$ cat config.mk
export PLATFORM = sky130hd
export DESIGN_NAME = counter_mod_updown
export DESIGN_NICKNAME = d
export VERILOG_FILES = /design/src/rtl/counter_pkg.sv /design/src/rtl/counter_reg.sv /design/src/rtl/counter_mod_updown.sv
export SDC_FILE = /design/constraint.sdc
export NUM_CORES = 1
export LEC_CHECK = 0
export CAP_MARGIN = 20
export CORE_AREA = 2 2 39 41
export DETAILED_ROUTE_END_ITERATION = 12
export DIE_AREA = 0 0 41 43
export PLACE_DENSITY_LB_ADDON = 0.25
export SYNTH_ARGS = -nofsm -noshare
export SYNTH_HDL_FRONTEND = slang
export SYNTH_SLANG_ARGS = --single-unit
$ cat constraint.sdc
create_clock -name CLK -period 2 [get_ports CLK]
set_input_delay 0.3 -clock CLK [delete_from_list [all_inputs] [get_ports CLK]]
set_output_delay 0.3 -clock CLK [all_outputs]
set_load 0.005 [all_outputs]
$ cat src/rtl/counter_pkg.sv
// Shared types and helpers for the modulo-N up/down counter.
// Holds the command encoding and the elaboration-time width helpers.
package counter_pkg;

    localparam int TERM_DN = 0;

    // Lower value = higher priority; the top module resolves controls into one command.
    typedef enum logic [1:0] {
        CMD_CLR  = 2'd0,
        CMD_LOAD = 2'd1,
        CMD_CNT  = 2'd2,
        CMD_HOLD = 2'd3
    } cnt_cmd_t;

    // Number of bits needed to represent 0..value-1.
    function automatic int clog2(input int value);
        int r;
        r = 0;
        for (int v = value - 1; v > 0; v = v >> 1) begin
            r++;
        end
        return r;
    endfunction

    function automatic int term_up(input int modulus);
        return modulus - 1;
    endfunction

endpackage

$ cat src/rtl/counter_reg.sv
// W-bit D register with asynchronous active-low reset to RESET_VAL.
// Used for both the count value and the one-bit wrap flag.
module counter_reg #(
    parameter int         W         = 1,
    parameter logic [W-1:0] RESET_VAL = '0
) (
    input  logic         CLK,
    input  logic         RESET,
    input  logic [W-1:0] D,
    output logic [W-1:0] Q
);

    // NOTE: sequential state uses non-blocking assignment so every register
    // samples pre-edge values regardless of process evaluation order.
    always_ff @(posedge CLK or negedge RESET) begin
        if (!RESET) begin
            Q <= RESET_VAL;
        end else begin
            Q <= D;
        end
    end

endmodule

$ cat src/rtl/counter_mod_updown.sv
// Parametrised modulo-N up/down counter with load, sync clear, combinational CO and registered WRAP.
// Define COUNTER_SATURATE_EN to hold at the terminal value (WRAP then flags the blocked step).
module counter_mod_updown
    import counter_pkg::*;
#(
    parameter int WIDTH     = 4,
    parameter int MODULUS   = 16,
    parameter int RESET_VAL = 0
) (
    input  logic             CLK,
    input  logic             RESET,
    input  logic             CLR,
    input  logic             LOAD,
    input  logic [WIDTH-1:0] D,
    input  logic             EN,
    input  logic             UP,
    output logic [WIDTH-1:0] Q,
    output logic             CO,
    output logic             WRAP
);

    if (WIDTH < 1 || MODULUS < 2 || clog2(MODULUS) > WIDTH) begin : g_bad_modulus
        $error("counter_mod_updown: MODULUS must satisfy 2 <= MODULUS <= 2**WIDTH");
    end
    if (RESET_VAL < 0 || RESET_VAL >= MODULUS) begin : g_bad_reset_val
        $error("counter_mod_updown: RESET_VAL must be below MODULUS");
    end

    localparam logic [WIDTH-1:0] TERM_UP = WIDTH'(term_up(MODULUS));
    localparam logic [WIDTH-1:0] TERM_LO = WIDTH'(TERM_DN);
    // One extra bit so MODULUS == 2**WIDTH is representable in range compares.
    localparam logic [WIDTH:0]   MOD_EXT = (WIDTH + 1)'(MODULUS);

    logic [WIDTH-1:0] q_q, q_d;
    logic             wrap_q, wrap_d;
    cnt_cmd_t         cmd;
    logic             at_up, at_dn, d_in_range, q_oob;

    assign at_up      = (q_q == TERM_UP);
    assign at_dn      = (q_q == TERM_LO);
    assign d_in_range = ({1'b0, D} < MOD_EXT);
    assign q_oob      = ({1'b0, q_q} >= MOD_EXT);

    always_comb begin
        if (CLR) begin
            cmd = CMD_CLR;
        end else if (LOAD) begin
            cmd = CMD_LOAD;
        end else if (EN) begin
            cmd = CMD_CNT;
        end else begin
            cmd = CMD_HOLD;
        end
    end

    // NOTE: every output gets a default first, so no path through the case can infer a latch.
    always_comb begin
        q_d    = q_q;
        wrap_d = 1'b0;
        unique case (cmd)
            CMD_CLR:  q_d = '0;
            CMD_LOAD: q_d = d_in_range ? D : '0;
            CMD_CNT: begin
                if (q_oob) begin
                    q_d = '0;
                end else if (UP) begin
                    wrap_d = at_up;
`ifdef COUNTER_SATURATE_EN
                    q_d = at_up ? q_q : q_q + WIDTH'(1);
`else
                    q_d = at_up ? '0 : q_q + WIDTH'(1);
`endif
                end else begin
                    wrap_d = at_dn;
`ifdef COUNTER_SATURATE_EN
                    q_d = at_dn ? q_q : q_q - WIDTH'(1);
`else
                    q_d = at_dn ? TERM_UP : q_q - WIDTH'(1);
`endif
                end
            end
            CMD_HOLD: q_d = q_q;
            default:  q_d = q_q;
        endcase
    end

    counter_reg #(
        .W         (WIDTH),
        .RESET_VAL (WIDTH'(RESET_VAL))
    ) u_q_reg (
        .CLK   (CLK),
        .RESET (RESET),
        .D     (q_d),
        .Q     (q_q)
    );

    counter_reg #(
        .W         (1),
        .RESET_VAL (1'b0)
    ) u_wrap_reg (
        .CLK   (CLK),
        .RESET (RESET),
        .D     (wrap_d),
        .Q     (wrap_q)
    );

    // No register stage on CO: it must enable the next digit on the very edge this one wraps.
    assign CO   = EN & ~CLR & ~LOAD & (UP ? at_up : at_dn);
    assign Q    = q_q;
    assign WRAP = wrap_q;

endmodule
Yosys cells after proc, flatten, opt, wreduce, memory -nomap -nowiden:

Index checks and enable logic that the tools add are counted.

* add/sub/neg operators: 2
* eq/ne operators: 4
* muxes and demuxes: 9
* bitwise gates (word level): 5
* reduce and logical (&&, ||, !) cells: 2

Operators with widths (count)
* $mux 4: 3
* $pmux 4 s3: 1
* $add 4x1->4 const B: 1
* $eq 2x2->1 const B: 2
* $eq 4x4->1 const B: 1
* $logic_not 4->1: 1
* $mux 2: 2
* $sub 4x1->4 const B: 1
* $and 1x1->1: 3
* $mux 1: 3
* $eq 2x1->1 const B: 1
* $logic_not 2->1: 1
* $not 1->1: 2

* register bits after elaboration: 5
* input bits: 10
* output and inout bits: 6

Depth between registers and ports, before layout:

Gate-level depths: netlist (run 1).

* depth after elaboration: 5
* mapped depth: 6

Modules after synthesis:

From an unflattened synthesis (run 1), not the netlist that was laid out.

* cells, all modules: 42
* area, all modules: 375.4 um^2

By module, submodules not included
* counter_mod_updown: times used 1, cells an instance 37, area an instance 250.2 um^2, seq. area each 0.0 um^2
* counter_reg (u_q_reg): times used 1, cells an instance 4, area an instance 100.1 um^2, seq. area each 100.1 um^2
* counter_reg (u_wrap_reg): times used 1, cells an instance 1, area an instance 25.0 um^2, seq. area each 25.0 um^2

Worst setup path before layout (run 1):

Ideal clock, no wire load.

* path kind: reg-to-output
* start point: reg u_q_reg.Q[0]
* end point: out CO
* arrival time: 1.214 ns
* required time: 1.700 ns
* slack: 0.486 ns
* stages on the path, launching flop included: 6
* path buffers: 0
* path through: dfrtp_1 -> inv_1 -> ha_1 -> nand2b_4 -> o31a_1 -> nor3_1

* longest elaborated chain between the ends: 3
* elaborated cells on any way between the ends: 4

RTL lines
* start: declaration: line counter_reg.sv:10 `output logic [W-1:0] Q`
* start signal: assignment: line counter_reg.sv:17 `Q <= RESET_VAL;`
* start signal: assignment: line counter_reg.sv:19 `Q <= D;`
* $eq 4x4->1 or $logic_not 4->1 (tied branches): line counter_mod_updown.sv:39, counter_mod_updown.sv:40
* $mux 1 (*): line counter_mod_updown.sv:108 `assign CO = EN & ~CLR & ~LOAD & (UP ? at_up : at_dn);`
* $and 1x1->1 (*): line counter_mod_updown.sv:108
* end: declaration: line counter_mod_updown.sv:18 `output logic CO,`

Every way passes the cells marked *; elsewhere a longest branch is shown, timed or not.

Worst setup path in the final report (run 1):

Ends and elaborated chain as after synthesis.

==> run_results.csv, run 1 <==
group,metric,value,unit
outcome,run_status,"finished clean",
timing,grt_setup_unrepaired,"false",
final_layout,layoutNonFillerInstCount,93,
die,dieArea,1760,um^2
synth,synthesis.area,390,um^2
synth,syn_avg_cell_area,8.31,um^2
power_and_ir_drop,total_switching_power,0.104,mW
synth,yosys_register_bits,5,
clocking,insertion_delay,0.24,ns
routing,viasPerCell,4.84,
place,post-place-cells,88,
timing,setup-violations-final,0,
setup_path,worstSetupPathType,"reg2out",
timing,final_period_minus_worst_setup_slack,1.82,ns
place,numPortBuffers,15,
synth,syn-num-nets,59,
routing,postRouteAntennaNets,0,
timing,minimum_setup_slack_in_the_final_design,0.183,ns
run,cap_violations,0,
power_and_ir_drop,power_frac_clock,33.1,%
grt,grt_start_max_net_pins,10,
grt,first_global_vias,398,
min_path,worstHoldPathType,"in2async",
timing,clock-skew-final,0.00128,ns
synth,synthFlopType,"dfrtp_1",
power_and_ir_drop,power.density_cell_area,539,nW/um^2
power_and_ir_drop,leakagePower,0.297,nW
setup_path,rr_startpoint,"u_q_reg.Q[0]$_DFFE_PN0P_",
clocking,clk_path_buf_depth,2,
setup_path,critPathMaxFanout,4,
routing,drc,0,
setup_path,worst_r2r_endpoint,"u_q_reg.Q[0]$_DFFE_PN0P_",
synth,netlist_top_cells_area,"dfrtp_1 (32%), ha_1 (6.4%), inv_1 (5.8%)",
synth,synthArstFlopShare,100,%
final_layout,final_net_count,90,
place,routabilityCongestion,0.835,
final_layout,final_layout_size_suffix_gt1_share,26.0,%
setup_path,worstSetupStartpointType,"flop",
die,start_util,28.2,%
grt,globalRouteTotalUtil,16.3,%
routing,firstDrtPassIters,3,
power_and_ir_drop,vdd.ir_drop.worst,0.339,mV
timing,slew-limit-headroom,78.9,%
power_and_ir_drop,p_int,0.258,mW
timing,final_slew_viol_count,0,
setup_path,reg2reg_slack,0.55,ns
grt,grt.overflow.total,0,
place,placement.cell_area,636,um^2
grt,grt_first_pass_wirelength,1790,um
setup_path,critical_path_data_required_time,1.70,ns
die,floorplan.io_pins,16,
clocking,clk_pin_slew,0.04,ns
timing,maxClockFrequency,0.550,GHz
place,place_hpwl,854,um
synth,synth_top_area_share,32.1,%
timing,worstMarginPinSlew,0.313,ns
final_layout,area_delta_synth_final,72.1,%
setup_path,critPathArrivalTime,1.52,ns
synth,yosys.cell_types.count,21,
clocking,cts_made_buffers,3,
timing,finalHoldViolCount,0,
clocking,clockRootBuffer,"clkbuf_4",
routing,routedWlPerCell,11.5,um
routing,drt_wl_total,1070,um
power_and_ir_drop,sw_frac_of_total,28.7,%
synth,post_synth_inst_count,47,
grt,antenna_violations_before_repair,0,
die,placement_rows,14,
timing,min_period_over_period,90.8,%
die,design.core.area,1380,um^2
synth,netlist.top_cell.by_area,"dfrtp_1",
final_layout,antenna_cells_inserted,0,
clocking,post_cts_hold_buffer_count,0,
clocking,cts_h_tree_lvls,1,
setup_path,reg2reg_depth,7,
power_and_ir_drop,combPwrFrac,34.4,%
setup_path,worst_setup_path_end_kind,"output port",
final_layout,postLayoutCoreUtil,48.6,%
power_and_ir_drop,p_seq_share,32.5,%
clocking,tritoncts,"yes",
clocking,numClockSinks,5,
routing,total_via_count_after_detailed_routing,450,
synth,synth-edff-count,0,
synth,synth_warnings,0,
place,dp_worst_setup_slack,-0.153,ns
final_layout,finish.instance_area,672,um^2
synth,synth_top_cells_by_count,"inv_1 (6), nand2_1 (6), dfrtp_1 (5)",
timing,worst_hold_margin,0.284,ns
synth,synth.yosys.seq_area_share,32.1,%
die,die-width,41,um
routing,first_iter_violations,8,
final_layout,fillers,148,
die,dieHeight,43,um
==> power groups by stage <==
| stage | Combinational, mW | Sequential (mW) | Clock [mW] |
|---|---|---|---|
| floorplan | 0.0482 | 0.121 | 0 |
| global placement | 0.121 | 0.119 | 0 |
| detailed placement | 0.121 | 0.119 | 0 |
| CTS | 0.125 | 0.117 | 0.127 |
| global route | 0.139 | 0.119 | 0.140 |
| finish | 0.124 | 0.117 | 0.120 |
==> worst max path at each step <==
| stage | from | end | slack (ns) |
|---|---|---|---|
| after global routing | u_q_reg.Q[0]$_DFFE_PN0P_ | CO | 0.02 |
| after floorplan | u_q_reg.Q[0]$_DFFE_PN0P_ | CO | 0.49 |
| final | u_q_reg.Q[0]$_DFFE_PN0P_ | CO | 0.18 |
| after detailed placement | UP | CO | -0.15 |
| after CTS | u_q_reg.Q[0]$_DFFE_PN0P_ | CO | 0.04 |
| after global placement | UP | CO | -0.14 |
==> timing repair <==
action / in CTS / in global routing
gates cloned: 0 / 0
buffers inserted: 1 / 0
pin swaps: 0 / 0
setup endpoints to repair: 1 / 1
resized for setup: 2 / 3
==> stage by stage <==
step	TNS, ns	power [mW]
floorplan	0	0.169
global route	0	0.398
detailed placement	-0.153	0.240
global placement	-0.144	0.240
finish	0	0.362
CTS	0	0.369
==> worst max-delay path, stage by stage (launching register included) <==
cell and delay (ns):
dfrtp_1 0.40, inv_1 0.08, ha_2 0.20, nand2b_4 0.05, o31a_1 0.26, nor3_2 0.15
clkbuf_2 0.13
==> state kept, by name, indices dropped and copies added, names as in the netlist <==
name,cells
u_wrap_reg.Q,1
u_q_reg.Q,4
==> layout make-up <==
type                       count  area [um^2]  area share, %
clock buffer                   4         26.3           3.91
inverter                       6         22.5           3.35
multi-input combinational     36          250           37.2
sequential                     5          125           18.6
tap                           16         20.0           2.98
timing repair buffer          26          228           33.9
==> per-layer routing <==
metal	part of all wire (%)	track usage, %	vias to the layer above	routed length, um
met5	0	0	-	0
met4	0	6.00	0	0
met3	6.8	9.42	0	73
met2	49	20.9	15	520
met1	44	21.9	207	475
li1	-	-	228	-
==> logic make-up (layout without fill, tap and decap cells) <==
group	count (synthesis)	in the layout	synth area share [%]
AND/OR/NAND/NOR	20	20	27.6
adder cells (fa/ha/maj)	2	2	6.41
flip-flops	5	5	32.1
AO/OA/AOI/OAI	12	12	23.7
XOR/XNOR	2	2	4.49
buffers and inverters	6	36	5.77
==> cells in the final DEF, fill, tap and decap left out, drive strengths merged <==
cell	instances
and3b	1
nand4	2
clkbuf	5
a221oi	2
o2111ai	1
o21ai	1
ha	2
nand2	6
o31ai	1
o311ai	1
nor2	3
dfrtp	5
o31a	1
clkdlybuf4s50	14
a211oi	1
inv	6
nor3	4
buf	11
xnor2	2
nor2b	2
a21oi	4
nand2b	2
(Power assumes the default switching activity.)
==> inputs of run 2 (changes only) <==
--- a/config.mk
+++ b/config.mk
@@ -12,4 +12,5 @@
 export PLACE_DENSITY_LB_ADDON = 0.25
 export SYNTH_ARGS = -nofsm -noshare
 export SYNTH_HDL_FRONTEND = slang
+export SYNTH_HIERARCHICAL = 1
 export SYNTH_SLANG_ARGS = --single-unit
==> run 2 against run 1 <==
Via count is 2.0% lower. Total power is 1.9% lower. Clock-buffer cell count unchanged. Core utilization decreased by 0.36 points. Final area is 0.74% lower.
==> run_results.csv, run 2 <==
group,metric,value,unit
outcome,run_status,"finished clean",
grt,antenna_violations_before_repair,0,
clocking,insertion_delay,0.24,ns
timing,clock-skew-final,0.00250,ns
synth,netlist_top_cells_area,"dfrtp_1 (33%), ha_1 (6.7%), nor3b_1 (6.0%)",
die,floorplan.io_pins,16,
synth,yosys-mux-area-fraction,5.33,%
place,place_hpwl,889,um
synth,yosys.cell_types.count,25,
synth,synth_fa_ha_area_share,6.67,%
grt,grt_start_max_net_pins,9,
power_and_ir_drop,leakagePower,0.287,nW
setup_path,critPathArrivalTime,1.58,ns
setup_path,reg2reg_depth,6,
synth,yosys_register_bits,5,
timing,setup-violations-final,0,
final_layout,final_layout_size_suffix_gt1_share,27.4,%
clocking,post-cts-setup-buffers,0,
final_layout,layoutNonFillerInstCount,89,
timing,worst_hold_margin,0.278,ns
final_layout,final_net_count,86,
timing,grt_setup_unrepaired,"false",
timing,final_period_minus_worst_setup_slack,1.88,ns
place,placement.cell_area,636,um^2
clocking,clk_path_buf_depth,2,
die,start_util,27.1,%
setup_path,critical_path_data_required_time,1.70,ns
timing,finalHoldViolCount,0,
synth,synthesis.area,375,um^2
routing,viasPerCell,4.96,
setup_path,critPathMaxFanout,2,
routing,total_via_count_after_detailed_routing,441,
clocking,numClockSinks,5,
place,dp_worst_setup_slack,-0.185,ns
min_path,worstHoldPathType,"in2async",
grt,first_global_vias,415,
synth,synthFlopType,"dfrtp_1",
grt,grt.overflow.total,0,
synth,synth_top_cells_by_count,"dfrtp_1 (5), a21oi_1 (4), inv_1 (4)",
place,post-place-cells,85,
die,placement_rows,14,
synth,synth_warnings,6,
timing,setup_total_negative_slack,0,ns
synth,synth_top_family_by_area,"compound AO/OA/AOI/OAI gates",
routing,first_iter_violations,3,
die,dieHeight,43,um
final_layout,final_common_cell,"clkdlybuf4s50_1",
clocking,clockRootBuffer,"clkbuf_4",
grt,globalRouteTotalUtil,16.1,%
timing,worstMarginPinSlew,0.241,ns
run,cap_violations,0,
clocking,clk_pin_slew,0.04,ns
die,die-width,41,um
timing,maxClockFrequency,0.532,GHz
clocking,cts_made_buffers,3,
synth,syn-num-nets,54,
synth,synth_compound_gate_area_share,28.0,%
synth,post_synth_inst_count,42,
place,numPortBuffers,15,
timing,final_slew_viol_count,0,
setup_path,worst_setup_path_end_kind,"output port",
routing,routedWlPerCell,12.1,um
clocking,tritoncts,"yes",
final_layout,antenna_cells_inserted,0,
final_layout,final_cell_mix,"clkdlybuf4s50_1 (14), buf_4 (12), dfrtp_1 (5)",
die,design.core.area,1380,um^2
grt,grt_first_pass_wirelength,1870,um
routing,drc,0,
timing,slew-limit-headroom,83.9,%
synth,synth-simple-area-share,20.3,%
synth,yosysMostFrequentCell,"dfrtp_1",
clocking,cts_h_tree_lvls,1,
routing,firstDrtPassIters,2,
final_layout,largestRegisters,"u_q_reg/Q: 4 flops, u_wrap_reg/Q: 1 flops",
final_layout,max_ffs_per_register,4,
timing,min_period_over_period,94.0,%
synth,synth-edff-count,0,
power_and_ir_drop,power.density_cell_area,532,nW/um^2
setup_path,reg2reg_slack,0.42,ns
setup_path,rr_startpoint,"u_q_reg/Q[1]$_DFF_PN0_",
synth,synthArstFlopShare,100,%
synth,synth.yosys.seq_area_share,33.3,%
synth,syn_avg_cell_area,8.94,um^2
power_and_ir_drop,vdd.ir_drop.worst,0.126,mV
final_layout,max_flop_register,"u_q_reg/Q",
final_layout,finish.instance_area,667,um^2
final_layout,area_delta_synth_final,77.7,%
routing,drt_wl_total,1080,um
timing,minimum_setup_slack_in_the_final_design,0.121,ns
synth,post_synth_xor_xnor_area,2.33,%
setup_path,worst_r2r_endpoint,"u_q_reg/Q[0]$_DFF_PN0_",
setup_path,worstSetupPathType,"reg2out",
synth,synth_top_area_share,33.3,%
die,dieArea,1760,um^2
place,routabilityCongestion,0.835,
synth,netlist.top_cell.by_area,"dfrtp_1",
routing,postRouteAntennaNets,0,
setup_path,worstSetupStartpointType,"flop",
run 2: how the worst max path moves through the flow:
stage                           start  to  slack [ns]  cells past startpoint
2_1_floorplan  u_q_reg/Q[0]$_DFF_PN0_  CO        0.40                      4
5_1_grt        u_q_reg/Q[1]$_DFF_PN0_  CO        0.04                      5
3_3_place_gp                       UP  CO       -0.16                      4
6_report       u_q_reg/Q[1]$_DFF_PN0_  CO        0.12                      5
3_5_place_dp                       UP  CO       -0.19                      4
4_1_cts        u_q_reg/Q[1]$_DFF_PN0_  CO       0.003                      5
run 2: power breakdown:
| part | leakage [nW] | internal (mW) | switching, mW | total (mW) |
|---|---|---|---|---|
| Clock | 0.0150 | 0.0754 | 0.0400 | 0.115 |
| Sequential | 0.0658 | 0.109 | 0.00403 | 0.113 |
| Combinational | 0.206 | 0.0752 | 0.0518 | 0.127 |
| Total | 0.287 | 0.259 | 0.0958 | 0.355 |
run 2: metal layers:
metal	share of wire, %	global-route usage, %
met1	47	21.7
met2	49	21.6
met4	0.93	12.0
met5	0	0
met3	2.8	3.14
run 2: layout make-up:
cell class,count,area [um^2]
Clock buffer,4,26.3
Timing Repair Buffer,27,235
Inverter,4,15.0
Tap cell,16,20.0
Sequential cell,5,125
Multi-Input combinational cell,33,245
Fill cell,148,717
run 2: critical path, cell delays in order (launching register included):
cell      delay, ns
dfrtp_1        0.37
inv_1          0.06
ha_2           0.17
or4b_4         0.47
a21boi_2       0.14
clkbuf_2       0.12
run 2: logic make-up (layout without fill, tap and decap cells):
| group | after synthesis | after routing |
|---|---|---|
| compound gates | 15 | 15 |
| xor+xnor | 1 | 1 |
| fa+ha+maj | 2 | 2 |
| buf+inv | 4 | 35 |
| flops | 5 | 5 |
| mux | 2 | 2 |
| simple gates | 13 | 13 |
run 2: stage by stage:
stage	utilization (%)	power [mW]
2_1_floorplan	-	0.162
6_report	48.2	0.355
3_5_place_dp	45.9	0.238
3_3_place_gp	45.9	0.238
4_1_cts	48.1	0.362
5_1_grt	48.2	0.385
run 2: repair_timing:
item,CTS,global route
setup endpoints to repair,1,1
hold buffers,0,0
pin swaps,0,0
resized for setup,3,3
